## config.mk

```make
export PLATFORM = sky130hd
export DESIGN_NAME = fib_trace_monitor
export DESIGN_NICKNAME = d
export VERILOG_FILES = /design/src/rtl/fib_mon_pkg.sv /design/src/rtl/fib_step_checker.sv /design/src/rtl/fib_trace_monitor.sv
export SDC_FILE = /design/constraint.sdc
export NUM_CORES = 1
export LEC_CHECK = 0
export ABC_AREA = 1
export BUFFER_PORTS_ARGS = -buffer_cell sky130_fd_sc_hd__buf_4
export CORE_MARGIN = 1.5
export CORE_UTILIZATION = 59
export DETAILED_ROUTE_END_ITERATION = 12
export HOLD_SLACK_MARGIN = 0.08
export MAX_ROUTING_LAYER = met4
export PLACE_DENSITY_LB_ADDON = 0.12
export SLEW_MARGIN = 10
export SYNTH_ARGS = -nofsm -noshare
export SYNTH_HDL_FRONTEND = slang
export SYNTH_SLANG_ARGS = --single-unit
export TNS_END_PERCENT = 100
```

## constraint.sdc

```tcl
create_clock -name clk -period 3.6 [get_ports clk]
set_input_delay 0.72 -clock clk [delete_from_list [all_inputs] [get_ports clk]]
set_output_delay 0.72 -clock clk [all_outputs]
set_load 0.005 [all_outputs]
```

## src/rtl/fib_mon_pkg.sv

```systemverilog
// Shared types and defaults for the fib-14 trace monitor.
// Holds the monitor state encoding, the violation cause codes and the default sizing.
package fib_mon_pkg;

    typedef enum logic [1:0] {
        ST_IDLE = 2'd0,
        ST_RUN  = 2'd1,
        ST_DONE = 2'd2,
        ST_FAIL = 2'd3
    } state_e;

    typedef enum logic [1:0] {
        V_NONE         = 2'd0,
        V_ILLEGAL_STEP = 2'd1,
        V_M_CHANGED    = 2'd2,
        V_INVARIANT    = 2'd3
    } viol_e;

    localparam int DEF_W           = 11;
    localparam int DEF_M_INIT      = 300;
    localparam int DEF_STALL_LIMIT = 8;

endpackage

```

## src/rtl/fib_step_checker.sv

```systemverilog
// Combinational classifier for one a/j/m update of the fib-14 stage.
// Compares the current sample against the previous one and names the step kind or its violation.
module fib_step_checker
    import fib_mon_pkg::*;
#(
    parameter int W = DEF_W
) (
    input  logic         p_sel,
    input  logic [W-1:0] p_a,
    input  logic [W-1:0] p_j,
    input  logic [W-1:0] p_m,
    input  logic [W-1:0] a,
    input  logic [W-1:0] j,
    input  logic [W-1:0] m,
    output logic         advance,
    output logic         stall,
    output logic         terminal,
    output viol_e        code
);

    localparam logic [W-1:0] W_ONES = {W{1'b1}};
    localparam logic [W-1:0] W_ZERO = {W{1'b0}};
    localparam logic [W-1:0] W_ONE  = {{(W-1){1'b0}}, 1'b1};

    logic same_s;
    logic live_s;

    // Step classification; wrapping +1 results are excluded so an upstream wrap is illegal.
    always_comb begin
        same_s   = (a == p_a) && (j == p_j);
        live_s   = (p_j <= p_m);
        terminal = !live_s && same_s;
        stall    = live_s && !p_sel && (p_a == W_ZERO) && same_s;
        if (!live_s) begin
            advance = 1'b0;
        end else if (p_sel) begin
            advance = (p_a != W_ONES) && (p_j != W_ONES) &&
                      (a == p_a + W_ONE) && (j == p_j + W_ONE);
        end else begin
            advance = (p_a != W_ZERO) && (p_j != W_ONES) &&
                      (a == p_a - W_ONE) && (j == p_j + W_ONE);
        end

        if (m != p_m) begin
            code = V_M_CHANGED;
        end else if ((j > m) && (a > m)) begin
            code = V_INVARIANT;
        end else if (!(advance || stall || terminal)) begin
            code = V_ILLEGAL_STEP;
        end else begin
            code = V_NONE;
        end
    end

endmodule

```

## src/rtl/fib_trace_monitor.sv

```systemverilog
// Passive observer of the fib-14 counter stage: tracks its run state, step/stall statistics
// and a sticky first-cause violation, all registered one clock after the exposing sample.
module fib_trace_monitor
    import fib_mon_pkg::*;
#(
    parameter int W           = DEF_W,
    parameter int M_INIT      = DEF_M_INIT,
    parameter int STALL_LIMIT = DEF_STALL_LIMIT
) (
    input  logic         clk,
    input  logic         rst,
    input  logic         dut_rst,
    input  logic         selector,
    input  logic [W-1:0] a,
    input  logic [W-1:0] j,
    input  logic [W-1:0] m,
    output logic [1:0]   state,
    output logic [W-1:0] step_cnt,
    output logic [7:0]   stall_cnt,
    output logic [W-1:0] a_max,
    output logic [W-1:0] a_min,
    output logic         stuck,
    output logic         viol,
    output logic [1:0]   viol_code
);

    localparam logic [W-1:0] W_ONES    = {W{1'b1}};
    localparam logic [W-1:0] W_ZERO    = {W{1'b0}};
    localparam logic [W-1:0] W_ONE     = {{(W-1){1'b0}}, 1'b1};
    localparam logic [W-1:0] M_INIT_V  = W'(M_INIT);
    localparam logic [7:0]   STALL_MAX = 8'(STALL_LIMIT);

    state_e       state_r, state_s;
    logic [W-1:0] step_cnt_r, step_cnt_s;
    logic [7:0]   stall_cnt_r, stall_cnt_s;
    logic [W-1:0] a_max_r, a_max_s;
    logic [W-1:0] a_min_r, a_min_s;
    logic         stuck_r, stuck_s;
    logic         viol_r, viol_s;
    viol_e        code_r, code_s;

    // valid_r is low until the first edge after rst, so that edge only captures the prev sample.
    logic         valid_r;
    logic         p_sel_r;
    logic [W-1:0] p_a_r, p_j_r, p_m_r;

    logic         chk_advance_s, chk_stall_s, chk_terminal_s;
    viol_e        chk_code_s;
    logic         start_s;

    fib_step_checker #(.W(W)) u_checker (
        .p_sel    (p_sel_r),
        .p_a      (p_a_r),
        .p_j      (p_j_r),
        .p_m      (p_m_r),
        .a        (a),
        .j        (j),
        .m        (m),
        .advance  (chk_advance_s),
        .stall    (chk_stall_s),
        .terminal (chk_terminal_s),
        .code     (chk_code_s)
    );

    // Next-state and statistics update; FAIL freezes everything until rst.
    always_comb begin
        state_s     = state_r;
        step_cnt_s  = step_cnt_r;
        stall_cnt_s = stall_cnt_r;
        a_max_s     = a_max_r;
        a_min_s     = a_min_r;
        viol_s      = viol_r;
        code_s      = code_r;
        start_s     = (a == W_ZERO) && (j == W_ONE) && (m == M_INIT_V);

        if (!valid_r || (state_r == ST_FAIL)) begin
            state_s = state_r;
        end else if (dut_rst) begin
            state_s     = ST_IDLE;
            step_cnt_s  = W_ZERO;
            stall_cnt_s = 8'd0;
            a_max_s     = W_ZERO;
            a_min_s     = W_ONES;
        end else begin
            case (state_r)
                ST_IDLE: begin
                    if (start_s) begin
                        state_s     = ST_RUN;
                        step_cnt_s  = W_ZERO;
                        stall_cnt_s = 8'd0;
                        a_max_s     = a;
                        a_min_s     = a;
                    end else begin
                        state_s = ST_IDLE;
                    end
                end
                ST_RUN, ST_DONE: begin
                    if (chk_code_s != V_NONE) begin
                        state_s = ST_FAIL;
                        viol_s  = 1'b1;
                        code_s  = chk_code_s;
                    end else if (state_r == ST_RUN) begin
                        if (chk_advance_s) begin
                            step_cnt_s  = (step_cnt_r == W_ONES) ? step_cnt_r : step_cnt_r + W_ONE;
                            stall_cnt_s = 8'd0;
                            a_max_s     = (a > a_max_r) ? a : a_max_r;
                            a_min_s     = (a < a_min_r) ? a : a_min_r;
                        end else if (chk_stall_s) begin
                            stall_cnt_s = (stall_cnt_r >= STALL_MAX) ? STALL_MAX : stall_cnt_r + 8'd1;
                        end else begin
                            stall_cnt_s = stall_cnt_r;
                        end
                        state_s = (j > m) ? ST_DONE : ST_RUN;
                    end else begin
                        state_s = ST_DONE;
                    end
                end
                default: begin
                    state_s = state_r;
                end
            endcase
        end
        stuck_s = (stall_cnt_s == STALL_MAX);
    end

    // State, statistics and prev-sample registers.
    always_ff @(posedge clk or posedge rst) begin
        if (rst) begin
            state_r     <= ST_IDLE;
            step_cnt_r  <= W_ZERO;
            stall_cnt_r <= 8'd0;
            a_max_r     <= W_ZERO;
            a_min_r     <= W_ONES;
            stuck_r     <= 1'b0;
            viol_r      <= 1'b0;
            code_r      <= V_NONE;
            valid_r     <= 1'b0;
            p_sel_r     <= 1'b0;
            p_a_r       <= W_ZERO;
            p_j_r       <= W_ZERO;
            p_m_r       <= W_ZERO;
        end else begin
            state_r     <= state_s;
            step_cnt_r  <= step_cnt_s;
            stall_cnt_r <= stall_cnt_s;
            a_max_r     <= a_max_s;
            a_min_r     <= a_min_s;
            stuck_r     <= stuck_s;
            viol_r      <= viol_s;
            code_r      <= code_s;
            valid_r     <= 1'b1;
            p_sel_r     <= selector;
            p_a_r       <= a;
            p_j_r       <= j;
            p_m_r       <= m;
        end
    end

    assign state     = state_r;
    assign step_cnt  = step_cnt_r;
    assign stall_cnt = stall_cnt_r;
    assign a_max     = a_max_r;
    assign a_min     = a_min_r;
    assign stuck     = stuck_r;
    assign viol      = viol_r;
    assign viol_code = code_r;

endmodule

```

==> out/qor.txt <==
Critical Path AT - 3.45 ns
Pre-Repair DR Iteration Count - 5
Final #Nets - 1,133
Hold crit path type - in2reg
Required @ worst endpoint - 3.89 ns
Largest family of logic cells by synthesized area - simple AND/OR/NAND/NOR gates
DRC viols - 0
Leak - 4.002 nW
Pwr dens - 266.0 nW/µm²
Top cell type's share of synthesized area - 27.53%
Final WL - 16,320 µm
Global Route Usage Sum - 30.43%
Total Neg Setup Slack - 0 ns
Post-CTS sizing - 0
Post-Synth XOR/XNOR Area - 2.831%
RD Place Congestion - 0.9551
Crit path kind - reg2reg
Synth Area in Compound Gates - 9.112%
Post-synth EDFFs - 0
Detail Route Antenna Nets - 0
CTS tree - done
Min Tclk post-route - 3.153 ns
Slew Viols, Final - 0
Initial antenna violation count - 0
Post-Synth Simple-Gate Area - 33.89%
CTS clk-pin slew, worst paths - 0.09 ns
Via count - 6,218
Ys async rst share - 100.0%
Die Span Y - 107.6 µm
Root buffer cell - clkbuf_8
RSZ-0062 raised after global routing - false
Netlist Area Pre-Place - 6454 µm²
Post-CTS Setup Inserts - 0
CTS Buf Count - 9
Final Setup Violations - 0
Max H-tree Level - 3
Total gr overflow - 0
Deepest clock path buffer count - 2
Warnings, synthesis - 0
Setup Skew - 0.01176 ns
Core area - 10,750 µm²
Outcome - finished clean
MaxCap Viol Count - 0
Worst VDD drop - 0.1674 mV
Via count of the first global-routing pass - 5,726
Slew HR - 47.35%
Syn_area_per_cell - 6.829 µm²
ANT cells - 0
Max Freq - 317.1 MHz
Clk sinks - 82
Slew @ Worst Pin - 0.7889 ns
DR WL/cell - 13.87 µm
CP endpoint kind - flip-flop
Synthesized Nets - 1,046
Initial Utilization - 60.06%
Top_reg_cell synth - dfrtp_1
CP Max Fanout - 22
Yosys cell types - 46
Mux cell area share after synthesis - 0%
Final design utilization - 68.95%
Adder-cell area share of the yosys netlist - 12.41%
First-pass GRT wire length - 26,740 µm
Die width - 107.6 µm
Number of I/O pins - 84
Fin crit share - 87.59%
Startpoint types - flip-flop
First DRT Iteration DRCs - 331
Post-synth top cells - 266 x nand2_1, 153 x inv_1, 109 x nor2_1, 71 x dfrtp_1, 64 x ha_1
Area leader, netlist - dfrtp_1
IO buf count - 83
Synth Instances - 945
Pin count of the biggest net entering global routing - 46
Fraction of layout cells with a size suffix above 1 - 12.83%
Hold buffers post-CTS - 0
Area contributors post-synth - dfrtp_1 28%, nand2_1 15%, ha_1 12%
Worst-Skew Late Latency - 0.37 ns
Sequential share of the synthesized area - 32.01%
Synth Register Bits - 82
Count leader, synth - nand2_1
Number of rows in the core area - 38
Filler cells - 999
Fin. Hold Viols - 0
Dpl hpwl - 12,880 µm
Vias per inst - 5.283
Area Overhead vs Synth - 14.79%
Die Area - 11,570 µm²
==> kinds of logic (layout without fill, tap and decap cells) <==
| group | count (synthesis) | in the layout |
|---|---|---|
| AOI/OAI and AO/OA | 106 | 106 |
| xor gates and xnor gates | 20 | 20 |
| adders and majority gates | 64 | 64 |
| buffers and inverters | 165 | 257 |
| DFF | 82 | 82 |
| other | 1 | 1 |
| and+or+nand+nor | 507 | 507 |
==> worst max-delay path: stages, from the launching register on <==
cell	delay [ns]
dfrtp_1	0.43
inv_1	0.15
ha_1	0.36
inv_1	0.08
nand2_1	0.05
nand2_1	0.08
nand2_1	0.06
nor2_1	0.09
nand2_1	0.06
nor2_1	0.08
nand2_1	0.05
nor2_1	0.10
nand2_1	0.07
nand2_1	0.12
nand3_2	0.16
nand2_4	0.14
nand2_2	0.06
nand2_2	0.08
nand2_2	0.07
nand2_4	0.08
nand3b_2	0.35
nor3_1	0.27
a21oi_1	0.06
==> placed cells by master (no fill, tap or decap), types with 2 or more instances in the layout <==
cell type and count:
a21oi_1 47, buf_4 86, clkbuf_8 9, clkinv_1 2, clkinv_2 2, clkinvlp_4 2
dfrtp_1 71, dfstp_2 11, ha_1 64, inv_1 152, inv_6 2, nand2_1 266
nand2_2 6, nand2_4 2, nand3_1 56, nand3_2 2, nand3b_1 5, nand4_1 25
nor2_1 109, nor2_2 2, nor2_4 2, nor3_1 21, nor4_1 4, o21a_1 3
o21ai_0 26, o21ai_1 15, o31ai_1 2, o41ai_1 2, or2_2 2, xnor2_1 8
xor2_1 11
==> metrics by stage <==
stage | area, µm² | total power, mW | cells | worst slack, ns | hold WS (ns)
floorplan | 6454 | 1.217 | 945 | 0.7390 | 0.4650
global placement | 7232 | 1.346 | 1161 | 0.4138 | 0.4562
detailed placement | 7232 | 1.352 | 1161 | 0.3380 | 0.4625
CTS | 7408 | 1.976 | 1177 | 0.4680 | 0.4537
global route | 7408 | 2.078 | 1177 | 0.09685 | 0.4545
finish | 7408 | 1.971 | 1177 | 0.4466 | 0.4629
==> flip-flops by register name, indices dropped and copies added, names as in the netlist <==
name,cells
viol,1
a_max,11
step_cnt,11
stuck,1
state,2
p_a_r,11
a_min,11
p_sel_r,1
viol_code,2
stall_cnt,8
p_m_r,11
valid_r,1
p_j_r,11
==> report_power, final <==
group / total, mW / switching [mW] / internal, mW
Sequential: 0.967 / 0.0248 / 0.942
Clock: 0.633 / 0.374 / 0.259
Combinational: 0.370 / 0.237 / 0.134
Total: 1.97 / 0.636 / 1.34
==> cell type report <==
type                    instances  area [µm²]  area share [%]
inverters                     155       583.1           7.870
repair buffers                 86       645.6           8.715
well taps                     140       175.2           2.364
clock inverters                 6       48.80          0.6587
multi-input cells             698        3762           50.79
clock buffers                  10       127.6           1.723
flip-flops and latches         82        2066           27.88
==> final timing paths <==
check | end | slack, ns | cells past startpoint | start
min reg2reg | viol$_DFFE_PP0P_ | 0.48 | 1 | viol$_DFFE_PP0P_
max in group asynchronous | a_min[2]$_DFFE_PP1P_ | 2.34 | 3 | rst
max | a_min[5]$_DFFE_PP1P_ | 0.45 | 22 | p_a_r[0]$_DFF_PP0_
min in group asynchronous | p_a_r[1]$_DFF_PP0_ | 0.47 | 2 | rst
max reg2reg | a_min[5]$_DFFE_PP1P_ | 0.45 | 22 | p_a_r[0]$_DFF_PP0_
min | p_sel_r$_DFF_PP0_ | 0.46 | 1 | selector
==> metal layers <==
layer | track usage (%) | vias to the layer above | wire length, µm
met5 | - | - | 0
met1 | 41.69 | 2825 | 7740
li1 | - | 3218 | -
met3 | 3.087 | 31 | 759
met4 | 10.62 | 0 | 380
met2 | 47.36 | 144 | 7442
(Power assumes the default switching activity.)
